==> src/rtl/riscv_pkg.sv <==
// Shared decode definitions: immediate format codes, base opcodes and the
// XLEN legality check used by the decode stage and its immediate generator.
package riscv_pkg;

  typedef enum logic [2:0] {
    FMT_R    = 3'd0,
    FMT_I    = 3'd1,
    FMT_S    = 3'd2,
    FMT_B    = 3'd3,
    FMT_U    = 3'd4,
    FMT_J    = 3'd5,
    FMT_NONE = 3'd6
  } fmt_t;

  localparam logic [6:0] OP_LUI     = 7'b0110111;
  localparam logic [6:0] OP_AUIPC   = 7'b0010111;
  localparam logic [6:0] OP_JAL     = 7'b1101111;
  localparam logic [6:0] OP_JALR    = 7'b1100111;
  localparam logic [6:0] OP_LOAD    = 7'b0000011;
  localparam logic [6:0] OP_OPIMM   = 7'b0010011;
  localparam logic [6:0] OP_MISCMEM = 7'b0001111;
  localparam logic [6:0] OP_SYSTEM  = 7'b1110011;
  localparam logic [6:0] OP_STORE   = 7'b0100011;
  localparam logic [6:0] OP_BRANCH  = 7'b1100011;
  localparam logic [6:0] OP_OP      = 7'b0110011;
  localparam logic [6:0] OP_OPIMM32 = 7'b0011011;
  localparam logic [6:0] OP_OP32    = 7'b0111011;

  // Only 32- and 64-bit datapaths are meaningful.
  function automatic bit xlen_legal(input int unsigned xlen);
    return (xlen == 32) || (xlen == 64);
  endfunction

endpackage

==> src/rtl/imm_gen.sv <==
// Combinational immediate generator.
//   instr   : raw 32-bit instruction word
//   imm     : immediate, sign-extended to XLEN (0 for R-type and illegal)
//   fmt     : immediate format code
//   illegal : opcode not recognised for this XLEN
module imm_gen
  import riscv_pkg::*;
#(
  parameter int unsigned XLEN = 32
) (
  input  logic [31:0]     instr,
  output logic [XLEN-1:0] imm,
  output fmt_t            fmt,
  output logic            illegal
);

  // The *W opcodes exist only on a legal 64-bit datapath.
  localparam bit RV64 = xlen_legal(XLEN) && (XLEN == 64);

  logic [31:0] imm32;

  always_comb begin
    imm32   = '0;
    fmt     = FMT_NONE;
    illegal = 1'b1;
    case (instr[6:0])
      OP_LUI, OP_AUIPC: begin
        fmt     = FMT_U;
        illegal = 1'b0;
        imm32   = {instr[31:12], 12'b0};
      end
      OP_JAL: begin
        fmt     = FMT_J;
        illegal = 1'b0;
        imm32   = {{11{instr[31]}}, instr[31], instr[19:12], instr[20],
                   instr[30:21], 1'b0};
      end
      OP_JALR, OP_LOAD, OP_OPIMM, OP_MISCMEM, OP_SYSTEM: begin
        fmt     = FMT_I;
        illegal = 1'b0;
        imm32   = {{20{instr[31]}}, instr[31:20]};
      end
      OP_STORE: begin
        fmt     = FMT_S;
        illegal = 1'b0;
        imm32   = {{20{instr[31]}}, instr[31:25], instr[11:7]};
      end
      OP_BRANCH: begin
        fmt     = FMT_B;
        illegal = 1'b0;
        imm32   = {{19{instr[31]}}, instr[31], instr[7], instr[30:25],
                   instr[11:8], 1'b0};
      end
      OP_OP: begin
        fmt     = FMT_R;
        illegal = 1'b0;
      end
      OP_OPIMM32: begin
        if (RV64) begin
          fmt     = FMT_I;
          illegal = 1'b0;
          imm32   = {{20{instr[31]}}, instr[31:20]};
        end
      end
      OP_OP32: begin
        if (RV64) begin
          fmt     = FMT_R;
          illegal = 1'b0;
        end
      end
      default: ;
    endcase
  end

  // Every immediate is built as a signed 32-bit value, then widened.
  assign imm = XLEN'($signed(imm32));

endmodule

==> src/rtl/imm_decode_stage.sv <==
// Decode pipeline stage: decodes the immediate on the input side and holds
// results in a main output register backed by one skid register.
//   clk, rst_n          : clock, async active-low reset
//   flush               : synchronous flush, empties the stage
//   in_valid/in_ready   : upstream handshake, in_instr payload
//   out_valid/out_ready : downstream handshake
//   out_instr/imm/fmt/illegal : decoded result of the head entry
//   illegal_cnt         : saturating count of accepted illegal instructions
module imm_decode_stage
  import riscv_pkg::*;
#(
  parameter int unsigned XLEN  = 32,
  parameter int unsigned CNT_W = 16
) (
  input  logic             clk,
  input  logic             rst_n,
  input  logic             flush,
  input  logic             in_valid,
  output logic             in_ready,
  input  logic [31:0]      in_instr,
  output logic             out_valid,
  input  logic             out_ready,
  output logic [31:0]      out_instr,
  output logic [XLEN-1:0]  out_imm,
  output logic [2:0]       out_fmt,
  output logic             out_illegal,
  output logic [CNT_W-1:0] illegal_cnt
);

  typedef enum logic [1:0] {EMPTY, ONE, TWO} state_t;

  typedef struct packed {
    logic [31:0]     instr;
    logic [XLEN-1:0] imm;
    fmt_t            fmt;
    logic            illegal;
  } entry_t;

  state_t          state, state_nx;
  entry_t          main_q, skid_q, dec;
  logic [XLEN-1:0] dec_imm;
  fmt_t            dec_fmt;
  logic            dec_illegal;
  logic            in_fire, out_fire;
  logic            load_main, load_skid, main_from_skid;

  imm_gen #(.XLEN(XLEN)) u_imm_gen (
    .instr   (in_instr),
    .imm     (dec_imm),
    .fmt     (dec_fmt),
    .illegal (dec_illegal)
  );

  always_comb begin
    dec.instr   = in_instr;
    dec.imm     = dec_imm;
    dec.fmt     = dec_fmt;
    dec.illegal = dec_illegal;
  end

  // Flush blocks acceptance; an output transfer in the same cycle still counts.
  assign in_fire  = in_valid & in_ready & ~flush;
  assign out_fire = out_valid & out_ready;

  always_ff @(posedge clk or negedge rst_n) begin
    if (!rst_n) state <= EMPTY;
    else        state <= state_nx;
  end

  always_comb begin
    state_nx       = state;
    load_main      = 1'b0;
    load_skid      = 1'b0;
    main_from_skid = 1'b0;
    if (flush) begin
      state_nx = EMPTY;
    end else begin
      case (state)
        EMPTY: begin
          if (in_fire) begin
            state_nx  = ONE;
            load_main = 1'b1;
          end
        end
        ONE: begin
          if (in_fire && !out_fire) begin
            state_nx  = TWO;
            load_skid = 1'b1;
          end else if (!in_fire && out_fire) begin
            state_nx = EMPTY;
          end else if (in_fire && out_fire) begin
            load_main = 1'b1;
          end
        end
        TWO: begin
          if (out_fire) begin
            state_nx       = ONE;
            main_from_skid = 1'b1;
          end
        end
        default: state_nx = EMPTY;
      endcase
    end
  end

  always_comb begin
    in_ready    = (state != TWO);
    out_valid   = (state != EMPTY);
    out_instr   = main_q.instr;
    out_imm     = main_q.imm;
    out_fmt     = main_q.fmt;
    out_illegal = main_q.illegal;
  end

  always_ff @(posedge clk or negedge rst_n) begin
    if (!rst_n) begin
      main_q <= '{instr: '0, imm: '0, fmt: FMT_NONE, illegal: 1'b0};
      skid_q <= '{instr: '0, imm: '0, fmt: FMT_NONE, illegal: 1'b0};
    end else begin
      if (load_main)           main_q <= dec;
      else if (main_from_skid) main_q <= skid_q;
      if (load_skid)           skid_q <= dec;
    end
  end

  always_ff @(posedge clk or negedge rst_n) begin
    if (!rst_n) begin
      illegal_cnt <= '0;
    end else if (in_fire && dec_illegal && (illegal_cnt != '1)) begin
      illegal_cnt <= illegal_cnt + 1'b1;
    end
  end

endmodule

==> config.mk <==
export PLATFORM = sky130hd
export DESIGN_NAME = imm_decode_stage
export DESIGN_NICKNAME = d
export VERILOG_FILES = /design/src/rtl/riscv_pkg.sv /design/src/rtl/imm_gen.sv /design/src/rtl/imm_decode_stage.sv
export SDC_FILE = /design/constraint.sdc
export NUM_CORES = 1
export LEC_CHECK = 0
export CELL_PAD_IN_SITES_DETAIL_PLACEMENT = 1
export CELL_PAD_IN_SITES_GLOBAL_PLACEMENT = 2
export CORE_UTILIZATION = 30
export CTS_BUF_LIST = sky130_fd_sc_hd__clkbuf_8
export CTS_CLUSTER_SIZE = 24
export DETAILED_ROUTE_END_ITERATION = 8
export PLACE_DENSITY = 0.75
export SYNTH_ARGS = -nofsm -noshare
export SYNTH_HDL_FRONTEND = slang
export SYNTH_SLANG_ARGS = --single-unit
==> constraint.sdc <==
create_clock -name clk -period 2.2 [get_ports clk]
set_input_delay 0.66 -clock clk [delete_from_list [all_inputs] [get_ports clk]]
set_output_delay 0.66 -clock clk [all_outputs]
set_load 0.02 [all_outputs]
Word-level counts from Yosys, hierarchy flattened

Index checks and enable logic that the tools add are counted.

$add $sub $neg: 1
Equal/unequal tests: 18
Multiplexer cells: 23
Bitwise gates (word level): 4
Reduce and logical (&&, ||, !) cells: 14

Operator list:

| operator                                                         | number |
|---|---|
| 32-bit case mux with 5 select lines                              | 1 |
| 68-bit two-way mux                                               | 2 |
| 7-bit == test (second input constant)                            | 4 |
| 7-bit by 6-bit == test with 1-bit output (second input constant) | 3 |
| 3-bit case mux with 6 select lines                               | 1 |
| 16-bit by 1-bit adder with 16-bit output (second input constant) | 1 |
| 16-bit inequality test (second input constant)                   | 1 |
| 7-bit by 5-bit == test with 1-bit output (second input constant) | 2 |
| 1-bit two-way mux                                                | 12 |
| 11-bit OR reduction                                              | 1 |
| 2-bit two-way mux                                                | 5 |
| 7-bit by 2-bit == test with 1-bit output (second input constant) | 1 |
| 7-bit by 4-bit == test with 1-bit output (second input constant) | 1 |
| 3-bit inequality test (second input constant)                    | 2 |
| 2-bit case mux with 3 select lines                               | 1 |
| 1-bit logical AND                                                | 5 |
| 5-bit OR reduction                                               | 1 |
| 4-bit inequality test (second input constant)                    | 1 |
| 2-bit nonzero test                                               | 2 |
| 1-bit bitwise AND                                                | 3 |
| 3-bit AND reduction                                              | 1 |
| 2-bit by 1-bit == test with 1-bit output (second input constant) | 1 |
| 2-bit == test (second input constant)                            | 1 |
| 1-bit logical NOT                                                | 2 |
| 5 further kinds                                                  | 5 |

Register bits: 154
Input port bits: 37
Output and inout port bits: 86
Word-level logic and storage cells: 70

Logic depth before layout (Yosys ltp)

Word-level depth: 10
Mapped depth: 9
Mapped depth without buffers: 7

Cells and area by module

A second synthesis with hierarchy kept.

Cells, all modules: 570
Area, all modules: 7,075.5 um2

Modules (own cells, without submodules):

| module           | times used | cells each | area each (um2) | sequential area each (um2) |
|---|---|---|---|---|
| imm_decode_stage | 1          | 469        | 6,403.6         | 3,858.7 |
| imm_gen          | 1          | 101        | 671.9           | 0.0 |

Worst setup path before layout

OpenSTA, ideal clock, no wires.

Path type: input to register
Start point: in in_instr[6]
End point: reg illegal_cnt[8]
Library setup time: 130 ps
Data arrival time: 1,941 ps
Required time: 2,070 ps
Slack: 129 ps
Stages: 7
Path buffers: 2
Cell sequence: buf_2 and2_1 o21ai_0 a311oi_2 buf_2 nand4_1 xnor2_1

Cells in the longest elaborated chain, start to end: 5
Elaborated cells between the ends (all ways): 15
Classes of those cells: 11 x eq/ne; 1 x mux; 3 x reduce/logical

Ends and longest elaborated chain:

| what                                                                   | RTL line                | RTL |
|---|---|---|
| start, declared                                                        | imm_decode_stage.sv:20  | `input logic [31:0] in_instr,` |
| 7-bit by 6-bit == test with 1-bit output, or another cell as far along | imm_gen.sv:26           | `case (instr[6:0])` |
| 11-bit OR reduction (no source line) *                                 | n/a                     |  |
| 1-bit two-way mux *                                                    | imm_gen.sv:26           |  |
| 1-bit logical AND * (2 in series)                                      | imm_decode_stage.sv:129 | `end else if (in_fire && dec_illegal && (illegal_cnt != '1)) begin` |
| end signal, assigned                                                   | imm_decode_stage.sv:130 | `illegal_cnt <= illegal_cnt + 1'b1;` |
| end, declared                                                          | imm_decode_stage.sv:27  | `output logic [CNT_W-1:0] illegal_cnt` |

Every way passes the cells marked *; elsewhere a longest branch is shown, timed or not.
A chain may end at the register's enable or synchronous reset.

Final worst setup path

Start point: in in_instr[4]
End point: reg illegal_cnt[6]

The elaborated chain is that of the path after synthesis.

==> results by group <==
Run status
  – Status: complete, no violations

Placed design
  – Placed Cells incl. Taps: 1170
  – GPL Wtd Cong: 0.8246
  – Final HPWL DP: 16980 µm
  – PortBufs: 122

Timing
  – Tmin final: 2.160 ns
  – Final Max Slew Viols: 0
  – Finish-stage setup viols: 0
  – Unrepaired setup endpoints after global routing: false
  – Final Cycle Share: 98.19%
  – Max Clk Rate: 462.9 MHz
  – Max_slew headroom: 53.49%
  – Clock Skews: 0.01427 ns
  – WHS: 0.1112 ns
  – Final hold violations: 0
  – Slew @ Worst Pin: 0.6923 ns

Global route
  – Largest net degree at the start of global routing: 44
  – Global-route wire length before repair: 37540 µm
  – Gr usage total: 20.54%
  – Vias in the first global route: 6699
  – Initial antenna violation count: 0
  – Overflow after GRT: 0

CTS
  – CTS Buf Count: 17
  – CTS tree: built
  – Hold Buf Count CTS: 0
  – Clk pin slew, worst setup/hold paths: 0.09 ns
  – Htree depth: 4
  – Clock sinks: 154
  – Max Root-Sink Buffers: 2
  – Worst skew pair latency: 0.47 ns
  – Clock root buffer: clkbuf_8

Floorplanning
  – Die Wd: 153.9 µm
  – Initial Utilization: 30.58%
  – Core ar.: 22640 µm²
  – I/O pin count: 123
  – Row count: 55
  – Die outline height: 153.9 µm
  – DIE AREA: 23690 µm²

Yosys
  – Ys async rst share: 100.0%
  – Cell Area, Synth: 6924 µm²
  – Post-Synth Simple-Gate Area: 19.70%
  – Cell taking the most area after synthesis: dfrtp_1
  – Synth top area share: 54.21%
  – Post-synthesis compound-gate area fraction: 17.51%
  – Largest family of logic cells by synthesized area: simple AND/OR/NAND/NOR gates
  – Synth Area in XOR/XNOR: 1.644%
  – Sequential fraction of the synthesis area: 55.73%
  – Most common cell in the netlist: nand2_1
  – Warnings from Yosys: 0
  – Adder-cell share of the synthesized area: 0.1807%
  – Synth top area cells: dfrtp_1, nand2_1, a22oi_1, a21oi_1, o21ai_0
  – Synthesized instance count: 726
  – EDFF count, synth: 0
  – Mux cell area share after synthesis: 1.662%
  – FF+latch count, synth: 154
  – Main synth FF type: dfrtp_1
  – Synth top cells by count: nand2_1, dfrtp_1, a21oi_1
  – Syn_area_per_cell: 9.537 µm²
  – Synth unique cells: 58
  – Syn_nets: 764

Setup path
  – CP max stage cell: clkdlybuf4s50_1
  – Most frequent cell on the critical path: buf_4
  – Worst reg2reg startpoint: state[0]
  – Worst setup path start: in_instr[4]
  – Worst Path Required: 2.54 ns
  – Critical Path Source Type: input port
  – Critical-path maximum fanout: 5
  – FF-to-FF setup slack: 0.16 ns
  – Critical-path cell list: clkdlybuf4s50_1 -> nor2b_2 -> nand3_1 -> a311oi_2 -> buf_4 -> buf_4 -> nand4_1 -> xnor2_1
  – Largest stage delay on the critical path: 0.54 ns
  – CP arrival: 2.50 ns
  – Critical Path Sink: illegal_cnt[6]
  – Setup CP Type: input port to register
  – CP Capture Type: register
  – Reg2reg path depth: 7
  – Crit Reg-Reg Endpoint: out_imm[19]

Final layout
  – Nets: 946
  – Share of cells above drive strength 1: 16.32%
  – Post-route insts no fill: 1204
  – Fin util: 42.07%
  – ANT cells: 0
  – Area growth from synthesis to layout: 37.57%

Route
  – Routed vias: 6265
  – DR WL/cell: 19.50 µm
  – Detailed Routing Iterations Pass 1: 5
  – Routed WL: 23480 µm
  – DRT iter0 DRCs: 396
  – # DRC: 0
  – Remaining antenna violation count after routing: 0
  – DR vias/cell: 5.203

Power and ir drop
  – Pleak: 4.652 nW
  – NetSw: 2.344 mW
  – VDD IR-drop max: 338.6 µV
  – Combinational power share: 22.2%
  – Internal power: 5.129 mW
  – Pwr dens: 784.6 nW/µm²
  – Reg power frac: 48.8%
  – Switching share of power: 31.37%
  – Share of total power in the clock network: 29.0%

Flow run
  – Total of max-cap violations: 0

Min path
  – Hold WC Path Type: input port to asynchronous set/reset pin
-- cell type report --
class / instances / area [µm²]
fillers: 2573 / 13120
clock inverters: 11 / 122.6
repair buffers: 209 / 1994
inverters: 12 / 45.04
clock buffers: 19 / 261.5
flip-flops and latches: 154 / 3860
well taps: 285 / 356.6
multi-input cells: 514 / 2885
-- worst max-delay path, delay by kind of cell --
kind / cells / cell delay (ns)
buffers and inverters: 3 / 0.86
AND/OR/NAND/NOR: 3 / 0.45
AO/OA/AOI/OAI: 1 / 0.37
XOR/XNOR: 1 / 0.15
-- repair_timing --
item / in CTS / in global routing
buffers inserted: 3 / 0
hold endpoints to repair: 0 / 0
endpoints found under the setup margin: 37 / 56
pin swaps: 0 / 1
gates resized for setup: 24 / 27
cloned: 0 / 1
-- placed cells by master, fill, tap and decap left out, types with 4 or more instances in the layout --
cell type,synthesis,layout
nor3_1,6,5
nand4_1,6,6
nor2b_1,5,4
inv_1,10,10
nand2b_1,7,7
a21oi_1,45,45
dlygate4sd2_1,0,16
dfrtp_1,150,149
o211ai_1,4,4
and2_1,5,4
a22o_1,12,12
clkdlybuf4s50_1,0,90
and3_1,8,8
dlymetal6s2s_1,0,14
mux2i_1,7,7
nor2_1,38,37
nand2_1,200,200
buf_4,1,78
a211o_1,8,8
a222oi_1,11,11
buf_12,0,8
o21ai_0,40,39
dfstp_2,4,4
xnor2_1,12,12
clkbuf_8,0,19
a32oi_1,4,4
a21o_1,7,7
a22oi_1,32,32
nand3_1,15,14
mux2_2,4,4
clkinvlp_4,0,4
-- per-layer routing --
metal / up-vias / GRT usage, % / share of wire [%] / wire length (µm)
li1: 2879 / - / - / -
met1: 3224 / 26.73 / 46 / 10790
met2: 132 / 34.44 / 49 / 11470
met3: 30 / 3.861 / 3.3 / 782
met4: 0 / 6.524 / 1.9 / 444
met5: - / 0 / 0 / 0
-- power by group through the flow --
stage | Clock [mW] | Sequential (mW) | Combinational (mW)
global placement | 0 | 3.68 | 1.63
finish | 2.16 | 3.65 | 1.66
floorplan | 0 | 3.86 | 0.596
CTS | 2.23 | 3.65 | 1.67
detailed placement | 0 | 3.71 | 1.68
global route | 2.33 | 3.72 | 1.83
-- worst min-delay path by stage --
stage	cells after the start	start	endpoint
3_5_place_dp	2	out_instr[19]	out_instr[19]
5_1_grt	1	rst_n	out_instr[13]
2_1_floorplan	0	rst_n	illegal_cnt[0]
6_report	1	rst_n	out_instr[13]
3_3_place_gp	2	skid_q[43]	skid_q[43]
4_1_cts	1	rst_n	out_instr[13]
-- cells by family (layout without fill, tap and decap cells) --
family / after synthesis / count (layout)
DFF: 154 / 154
buffers and inverters: 58 / 251
adders and majority gates: 1 / 1
muxes: 11 / 11
and+or+nand+nor: 309 / 309
AOI/OAI and AO/OA: 180 / 180
xor gates and xnor gates: 13 / 13
-- metrics by stage --
stage | TNS [ns] | power [mW] | cell area (µm²) | worst slack, ns
3_3_place_gp | -45.72 | 5.304 | 9035 | -0.5924
4_1_cts | -0.008312 | 7.554 | 9437 | -0.008312
5_1_grt | 0 | 7.885 | 9525 | 0.0007490
3_5_place_dp | -51.09 | 5.393 | 9035 | -0.5645
6_report | 0 | 7.473 | 9525 | 0.03989
2_1_floorplan | 0 | 4.453 | 6924 | 0.1293
-- state kept, by name, indices dropped and copies added (netlist names) --
signal / cells
out_imm: 32
illegal_cnt: 16
out_instr: 32
out_fmt: 3
state: 2
skid_q: 68
out_illegal: 1
Note: power is estimated with default switching activity, not from simulation.
